### config.mk
export PLATFORM = sky130hd
export DESIGN_NAME = surf_dout_event_tx
export DESIGN_NICKNAME = d
export VERILOG_FILES = /design/src/rtl/surf_dout_pkg.sv /design/src/rtl/surf_trig_queue.sv /design/src/rtl/surf_dout_event_tx.sv
export SDC_FILE = /design/constraint.sdc
export NUM_CORES = 1
export LEC_CHECK = 0
export ABC_AREA = 1
export CAP_MARGIN = 20
export CORE_MARGIN = 2
export CORE_UTILIZATION = 60
export CTS_CLUSTER_SIZE = 16
export DETAILED_ROUTE_END_ITERATION = 8
export PLACE_DENSITY_LB_ADDON = 0.25
export SLEW_MARGIN = 20
export SYNTH_ARGS = -nofsm -noshare
export SYNTH_HDL_FRONTEND = slang
export SYNTH_SLANG_ARGS = --single-unit
export TNS_END_PERCENT = 5
### constraint.sdc
create_clock -name aclk -period 4.4 [get_ports aclk]
set_input_delay 1.32 -clock aclk [delete_from_list [all_inputs] [get_ports aclk]]
set_output_delay 1.32 -clock aclk [all_outputs]
set_load 0.03 [all_outputs]
### src/rtl/surf_dout_pkg.sv
// Shared constants, state encoding and header byte mapping for the SURF dout event transmitter.
package surf_dout_pkg;

  localparam int NUM_CH     = 8;
  localparam int CH_BYTES   = 1536;
  localparam int HDR_BYTES  = 4;
  localparam int NUM_BYTES  = NUM_CH * CH_BYTES + HDR_BYTES;
  localparam int BYTE_CNT_W = $clog2(NUM_BYTES);
  localparam int TTIME_W    = 15;
  localparam int AUX_W      = 16;
  localparam int HOLD_W     = 24;

  localparam int ERR_OVF  = 0;
  localparam int ERR_UNDR = 1;

  typedef enum logic [1:0] {
    IDLE,
    HEADER,
    DATA,
    HOLDOFF
  } state_t;

  // byte0 carries the start marker in bit 7
  function automatic logic [7:0] hdr_byte(input logic [1:0] idx,
                                          input logic [TTIME_W-1:0] ttime,
                                          input logic [AUX_W-1:0] aux);
    logic [7:0] b;
    case (idx)
      2'd0:    b = {1'b1, ttime[14:8]};
      2'd1:    b = ttime[7:0];
      2'd2:    b = aux[15:8];
      default: b = aux[7:0];
    endcase
    return b;
  endfunction

endpackage

### src/rtl/surf_trig_queue.sv
// Trigger-time FIFO: first-word-fall-through read, push and pop honoured together, overflow pulse on drop.
module surf_trig_queue #(
  parameter int DEPTH = 16,
  parameter int W     = 15
) (
  input  logic         aclk,
  input  logic         areset,
  input  logic         push,
  input  logic [W-1:0] din,
  input  logic         pop,
  output logic [W-1:0] dout,
  output logic         empty,
  output logic         full,
  output logic         overflow
);

  localparam int AW = $clog2(DEPTH);

  logic [W-1:0] mem [DEPTH];
  logic [AW:0]  wr_ptr;
  logic [AW:0]  rd_ptr;
  logic         do_push;
  logic         do_pop;

  assign empty    = (wr_ptr == rd_ptr);
  assign full     = (wr_ptr[AW] != rd_ptr[AW]) && (wr_ptr[AW-1:0] == rd_ptr[AW-1:0]);
  assign do_pop   = pop & ~empty;
  // a pop in the same cycle frees the slot, so a push while full is still accepted
  assign do_push  = push & (~full | do_pop);
  assign overflow = push & ~do_push;
  assign dout     = mem[rd_ptr[AW-1:0]];

  always_ff @(posedge aclk or posedge areset) begin
    if (areset) begin
      wr_ptr <= '0;
      rd_ptr <= '0;
    end else begin
      if (do_push) wr_ptr <= wr_ptr + 1'b1;
      if (do_pop)  rd_ptr <= rd_ptr + 1'b1;
    end
  end

  always_ff @(posedge aclk) begin
    if (do_push) mem[wr_ptr[AW-1:0]] <= din;
  end

endmodule

### src/rtl/surf_dout_event_tx.sv
// SURF dout event transmitter: per trigger, 4 header bytes + 12288 data bytes, then read holdoff.
// Ramp test pattern is built only when SURF_TX_TESTPATTERN_EN is defined.
//
// state   | meaning
// IDLE    | waiting for a queued trigger time
// HEADER  | emitting header bytes 0..3
// DATA    | emitting data bytes 4..12291 from s_data (or the ramp)
// HOLDOFF | silent for rdholdoff_i+1 strobes before the next event
module surf_dout_event_tx
  import surf_dout_pkg::*;
#(
  parameter int    TRIG_FIFO_DEPTH = 16,
  parameter string DEBUG           = "FALSE"
) (
  input  logic               aclk,
  input  logic               areset,
  input  logic               dout_ce_i,
  input  logic               trig_i,
  input  logic [TTIME_W-1:0] trig_time_i,
  input  logic [AUX_W-1:0]   hdr_aux_i,
  input  logic [HOLD_W-1:0]  rdholdoff_i,
  input  logic               test_pattern_i,
  input  logic [7:0]         s_data_tdata,
  input  logic               s_data_tvalid,
  output logic               s_data_tready,
  output logic [7:0]         m_dout_tdata,
  output logic               m_dout_tvalid,
  output logic               busy_o,
  output logic [1:0]         err_o
);

  state_t                 state;
  state_t                 state_nxt;
  logic [BYTE_CNT_W-1:0]  byte_cnt;
  logic [HOLD_W:0]        hold_cnt;
  logic [TTIME_W-1:0]     ttime_q;
  logic [AUX_W-1:0]       aux_q;
  logic [TTIME_W-1:0]     q_dout;
  logic                   q_pop;
  logic                   q_empty;
  logic                   q_ovf;
  logic                   unused_q_full;
  logic                   emit;
  logic                   data_done;
  logic                   undr;
  logic [7:0]             byte_nxt;
  logic                   tp_q;
  logic [7:0]             ramp_byte;

  surf_trig_queue #(
    .DEPTH (TRIG_FIFO_DEPTH),
    .W     (TTIME_W)
  ) u_trig_queue (
    .aclk     (aclk),
    .areset   (areset),
    .push     (trig_i),
    .din      (trig_time_i),
    .pop      (q_pop),
    .dout     (q_dout),
    .empty    (q_empty),
    .full     (unused_q_full),
    .overflow (q_ovf)
  );

  assign emit          = dout_ce_i & ((state == HEADER) | (state == DATA));
  assign data_done     = dout_ce_i & (state == DATA) & (byte_cnt == BYTE_CNT_W'(NUM_BYTES - 1));
  assign s_data_tready = dout_ce_i & (state == DATA) & ~tp_q;
  assign undr          = s_data_tready & ~s_data_tvalid;
  assign busy_o        = (state != IDLE);

  always_comb begin
    state_nxt = state;
    q_pop     = 1'b0;
    case (state)
      IDLE: begin
        if (!q_empty) begin
          state_nxt = HEADER;
          q_pop     = 1'b1;
        end
      end
      HEADER:  if (dout_ce_i && byte_cnt == BYTE_CNT_W'(HDR_BYTES - 1)) state_nxt = DATA;
      DATA:    if (data_done) state_nxt = HOLDOFF;
      HOLDOFF: if (hold_cnt[HOLD_W]) state_nxt = IDLE;
      default: state_nxt = IDLE;
    endcase
  end

  always_comb begin
    byte_nxt = 8'h00;
    if (state == HEADER)    byte_nxt = hdr_byte(byte_cnt[1:0], ttime_q, aux_q);
    else if (tp_q)          byte_nxt = ramp_byte;
    else if (s_data_tvalid) byte_nxt = s_data_tdata;
  end

  always_ff @(posedge aclk or posedge areset) begin
    if (areset) begin
      state         <= IDLE;
      byte_cnt      <= '0;
      hold_cnt      <= '0;
      ttime_q       <= '0;
      aux_q         <= '0;
      m_dout_tdata  <= 8'h00;
      m_dout_tvalid <= 1'b0;
      err_o         <= 2'b00;
    end else begin
      state         <= state_nxt;
      m_dout_tvalid <= emit;
      if (emit) m_dout_tdata <= byte_nxt;
      if (q_pop) begin
        ttime_q  <= q_dout;
        aux_q    <= hdr_aux_i;
        byte_cnt <= '0;
      end else if (emit) begin
        byte_cnt <= byte_cnt + 1'b1;
      end
      // bit HOLD_W flags the borrow: rdholdoff_i+1 decrements reach it
      if (data_done) begin
        hold_cnt <= {1'b0, rdholdoff_i};
      end else if (state == HOLDOFF && dout_ce_i && !hold_cnt[HOLD_W]) begin
        hold_cnt <= {1'b0, hold_cnt[HOLD_W-1:0]} - 1'b1;
      end
      if (q_ovf) err_o[ERR_OVF]  <= 1'b1;
      if (undr)  err_o[ERR_UNDR] <= 1'b1;
    end
  end

`ifdef SURF_TX_TESTPATTERN_EN
  logic [11:0] ramp_s0;
  logic [11:0] ramp_s1;
  logic [1:0]  ramp_ph;

  assign ramp_s1 = ramp_s0 + 12'd1;

  // two 12-bit samples packed into three bytes
  always_comb begin
    case (ramp_ph)
      2'd0:    ramp_byte = ramp_s0[7:0];
      2'd1:    ramp_byte = {ramp_s1[3:0], ramp_s0[11:8]};
      default: ramp_byte = ramp_s1[11:4];
    endcase
  end

  always_ff @(posedge aclk or posedge areset) begin
    if (areset) begin
      tp_q    <= 1'b0;
      ramp_s0 <= '0;
      ramp_ph <= '0;
    end else if (q_pop) begin
      tp_q    <= test_pattern_i;
      ramp_s0 <= '0;
      ramp_ph <= '0;
    end else if (tp_q && dout_ce_i && state == DATA) begin
      if (ramp_ph == 2'd2) begin
        ramp_ph <= '0;
        ramp_s0 <= ramp_s0 + 12'd2;
      end else begin
        ramp_ph <= ramp_ph + 1'b1;
      end
    end
  end
`else
  logic unused_tp;
  assign tp_q      = 1'b0;
  assign ramp_byte = 8'h00;
  assign unused_tp = test_pattern_i;
`endif

  if (DEBUG == "TRUE") begin : g_dbg
    (* mark_debug = "true" *) logic [2+BYTE_CNT_W+HOLD_W:0] dbg_probe;
    assign dbg_probe = {state, byte_cnt, hold_cnt};
  end

endmodule

# After elaboration in Yosys (flattened, before gate mapping)
# Memory sizes are Yosys's and may differ from the RTL's. A register that Yosys moved wholly into a read port is not among the register bits.
# Index checks and enable logic that the tools add are counted.
classes:
  n_eq_ne: 14
  reduce_logical: 11
  n_addsub: 4
  muxes: 16
  bitwise: 13
ops:
  columns: ["operator", "n"]
  rows:
  - ["$mux 25", 2]
  - ["$mux 14", 2]
  - ["$sub 24x1->25 const B", 1]
  - ["$pmux 8 s3", 1]
  - ["$mux 8", 2]
  - ["$add 14x1->14 const B", 1]
  - ["$eq 14x14->1 const B", 1]
  - ["$eq 14x2->1 const B", 1]
  - ["$add 5x1->5 const B", 2]
  - ["$mux 2", 4]
  - ["$pmux 2 s4", 1]
  - ["$and 1x1->1", 7]
  - ["$eq 2x2->1 const B", 3]
  - ["$ne 2x2->1 const B", 3]
  - ["$reduce_bool 2->1", 3]
  - ["$eq 5x5->1", 1]
  - ["$eq 2x1->1 const B", 2]
  - ["$eq 4x4->1", 1]
  - ["$logic_and 1x1->1", 4]
  - ["$logic_not 2->1", 2]
  - ["$mux 1", 4]
  - ["$not 1->1", 4]
  - ["$reduce_and 4->1", 1]
  - ["$ne 2x1->1 const B", 1]
  - ["3 further kinds", 4]
word_totals:
  wordCells: 69
  mem_count: 1
  ff_bits: 78
  ram_bits: 240
mem_list:
  columns: ["memory", "words", "word_bits", "read_ports", "rd_ports_with_merged_regs", "write_ports", "line", "rtl"]
  rows:
  - ["u_trig_queue.mem", 16, 15, 1, 1, 1, "surf_trig_queue.sv:19", "logic [W-1:0] mem [DEPTH];"]

# Logic depth before layout (Yosys ltp)
logic_depth:
  ltp_word: 8
  ltp_mapped: 12
  mapped_depth_nobuf: 10

# By module
# Synthesis repeated with hierarchy kept, for this count alone.
hier_totals:
  hier_cells: 1510
  area_unflattened_um2: 15034.4
modules_own_cells:
  columns: ["module", "n_inst", "cells_each", "area_each_um2", "seq_area_each_um2"]
  rows:
  - ["surf_trig_queue", 1, 852, 10236.1, 7457.2]
  - ["surf_dout_event_tx", 1, 658, 4798.4, 2077.0]

# Least setup slack after synthesis
# No wires, ideal clock.
synth_timing:
  path_type: "input -> register"
  from: "input port trig_i"
  to: "memory u_trig_queue.mem[12][0] (enable)"
  arrival_time_ps: 2667
  stages: 3
  setup_slack_ps: 1327
  cell_sequence: "nand2_2 -> buf_2 -> nor3_1"
synth_via:
  elab_chain_cells: 3
synth_rtl:
  columns: ["element", "line", "rtl"]
  rows:
  - ["start: declaration", "surf_dout_event_tx.sv:18", "input logic trig_i,"]
  - ["$and 1x1->1", "surf_trig_queue.sv:29", "assign do_push = push & (~full | do_pop);"]
  - ["$mux 1", "surf_trig_queue.sv:44", "if (do_push) mem[wr_ptr[AW-1:0]] <= din;"]
  - ["$mux 1 (implied by the code)", "surf_trig_queue.sv:44", null]
  - ["end: declaration", "surf_trig_queue.sv:19", null]
# No other way between the ends.

# Worst setup path in the final report
layout_timing:
  from: "input port dout_ce_i"
  to: "output port s_data_tready"
layout_via:
  elab_chain_cells: 1
layout_rtl:
  columns: ["element", "line", "rtl"]
  rows:
  - ["start: declaration", "surf_dout_event_tx.sv:17", "input logic dout_ce_i,"]
  - ["$and 1x1->1", "surf_dout_event_tx.sv:67", "assign s_data_tready = dout_ce_i & (state == DATA) & ~tp_q;"]
  - ["end: declaration", "surf_dout_event_tx.sv:25", "output logic s_data_tready,"]
# No other way between the ends.

==> impl_metrics.tcl <==
set metrics [dict create \
    status "completed" \
    synth.ff_latch_count 333 \
    arrival_ps 2730 \
    hp-class "register to register" \
    endpoint_kind "output port" \
    placed_area_mm2 0.0160 \
    synth_top_area_share_pct 48.6 \
    max_freq_mhz 247 \
    final_util_pct 70.5 \
    antenna_found_initial 0 \
    synth_fa_ha_area_share_pct 1.35 \
    p_switching_mw 3.97 \
    comb_power_share_pct 33.7 \
    grt_pass1_wl_um 55300 \
    intPower_mw 6.69 \
    synth_top_family_by_area "simple AND/OR/NAND/NOR gates" \
    fin_skew_ps 17.1 \
    multi_input_area_mm2 0.00468 \
    final_area_mm2 0.0171 \
    drc_errors 0 \
    synthDistinctLibCells 33 \
    wire_per_inst_um 18.2 \
    fp.dieH_um 161 \
    cts.sinks 333 \
    clockBufferDepth 3 \
    drive_gt1_share_pct 6.78 \
    swShare_pct 37.2 \
    hpwl_um 20700 \
    cts_max_level 2 \
    area_delta_synth_final_pct 15.4 \
    drt-total-wl_um 34900 \
    post-synth-top-count-cell "nor2_1" \
    initial_utilization_pct 61.1 \
    fin_nets 1653 \
    viasPerCell 5.67 \
    post-place-ws_ps 357 \
    pin_count 82 \
    synthMuxAreaShare_pct 0 \
    synthArstFlopShare_pct 27.9 \
    final_hold_viol_count 0 \
    dp_cells 1855 \
    netlist_area_mm2 0.0148 \
    syn_inst 1490 \
    min_period_ps 4050 \
    gp_congestion 0.830 \
    register_area_mm2 0.00954 \
    slew_violations 0 \
    dr.pass1.iters 5 \
    instances_no_fill 1917 \
    ys_top_cells_by_count "nor2_1 (335), nand2_1 (250), edfxtp_1 (240)" \
    synth_edf_count 240 \
    max_slew.worst_pin.slew_ps 1010 \
    grt_max_degree 122 \
    yosysWarnings 0 \
    ir_drop_mv 0.422 \
    post_cts.repair.setup_buffers 0 \
    cts_tree "yes" \
    cp_max_fo 4 \
    portBuffers 80 \
    drt_iter0_drc 945 \
    grt_overflow 0 \
    ctsResizeCount 0 \
    cts_inserted_buffers 35 \
    n_fill_cell 1759 \
    grt_use_total_pct 27.5 \
    num_vias 10876 \
    synth_top_flop_cell "edfxtp_1" \
    clkLatencyLatePin_ps 520 \
    syn-num-nets 1575 \
    synth-xor-area-share_pct 0.887 \
    crit_type "input pin to output port" \
    period_share_pct 92.0 \
    power_frac_seq_pct 40.1 \
    startpoint_type "input pin" \
    cts_root_buf "clkbuf_16" \
    maxCapViolCount 0 \
    avgSynthCellArea_um2 9.94 \
    row_count 57 \
    finalSetupViolCount 0 \
    grt_pass1_vias 10498 \
    core-area_mm2 0.0242 \
    yosysSeqAreaShare_pct 64.3 \
    synth_top_area_cell "edfxtp_1" \
    clk_pin_slew_ps 60 \
    synth-compound-area-share_pct 10.3 \
    die_w_um 161 \
    dieArea_mm2 0.0260 \
    cp.required_ps 3080 \
    holdBufCountCts 0 \
    layout_setup_ws_ps 352 \
    power_density_mw_per_mm2 624 \
    maxSlewHeadroom_pct 32.6 \
    synth_area_leaders "edfxtp_1 (49%), dfrtp_1 (16%), nor2_1 (8.5%)" \
    fin_tns_setup_ps 0 \
    synthSimpleGateAreaFrac_pct 18.7 \
    clkPwrFrac_pct 26.2 \
    n_antenna_cell 0 \
    ant_nets 0 \
    leakagePower_nw 6.62 \
    rsz0062_at_grt "false" \
]
[critical path: stages]
cell and delay (ps):
clkdlybuf4s50_1 540, nand2_1 110, inv_1 80, clkdlybuf4s50_1 670
[cell usage in the layout, fill, tap and decap left out, types with 15 or more instances in the layout]
master	count
nor2_1	334
nand2_1	250
edfxtp_1	240
o21ai_0	169
dfrtp_1	91
inv_1	83
clkdlybuf4s50_1	80
nand3_1	64
o211ai_1	48
a21oi_1	46
clkbuf_16	35
buf_4	28
ha_1	16
nor3_2	15
[power groups by stage]
stage | clock (mW) | sequential (mW) | combinational [mW]
after CTS | 2.82 | 4.27 | 3.59
final | 2.79 | 4.28 | 3.59
after detailed placement | 0 | 4.33 | 3.54
after floorplan | 0 | 4.24 | 2.55
after global routing | 2.95 | 4.33 | 4.04
after global placement | 0 | 4.31 | 3.45
[layout make-up]
type                    instances  area share, %
multi-input cells             995           27.4
clock inverters                17          0.892
inverters                      93           2.06
clock buffers                  45           5.46
flip-flops and latches        333           55.8
repair buffers                110           6.09
well taps                     324           2.37
[through the flow]
step,power (mW),hold slack (ps)
after global placement,7.76,458
after CTS,10.7,484
after floorplan,6.79,449
after global routing,11.3,504
after detailed placement,7.88,465
final,10.7,479
[registers in the layout, summed over array words and instances (netlist names)]
signal	count
u_trig_queue.rd_ptr	5
u_trig_queue.wr_ptr	5
m_dout_tvalid	1
state	2
u_trig_queue.mem	240
err_o	2
byte_cnt	14
m_dout_tdata	8
ttime_q	15
aux_q	16
hold_cnt	25
[cells by family after synthesis]
logic type	count (synthesis)
compound gates	275
xor+xnor	15
fa+ha+maj	16
buf+inv	162
flops	333
simple gates	689
[path summary, 6_finish.rpt]
path / from / slack [ps] / depth (start not counted) / to
setup / recovery: dout_ce_i / 350 / 4 / s_data_tready
hold / removal: err_o[0] / 480 / 1 / err_o[0]
hold reg to reg: err_o[0] / 480 / 1 / err_o[0]
min in group asynchronous: areset / 1310 / 2 / err_o[1]
setup reg to reg: u_trig_queue.rd_ptr[2] / 1390 / 7 / u_trig_queue.mem[6][1]
max in group asynchronous: areset / 2390 / 3 / ttime_q[13]
[layer usage]
layer	global-route usage [%]	vias to the layer above	wire [µm]
li1	-	5206	-
met1	37.6	5148	14700
met2	44.9	444	16600
met3	4.24	78	2550
met4	11.0	0	1080
met5	0	-	0
Power figures use the tool's default switching activity.
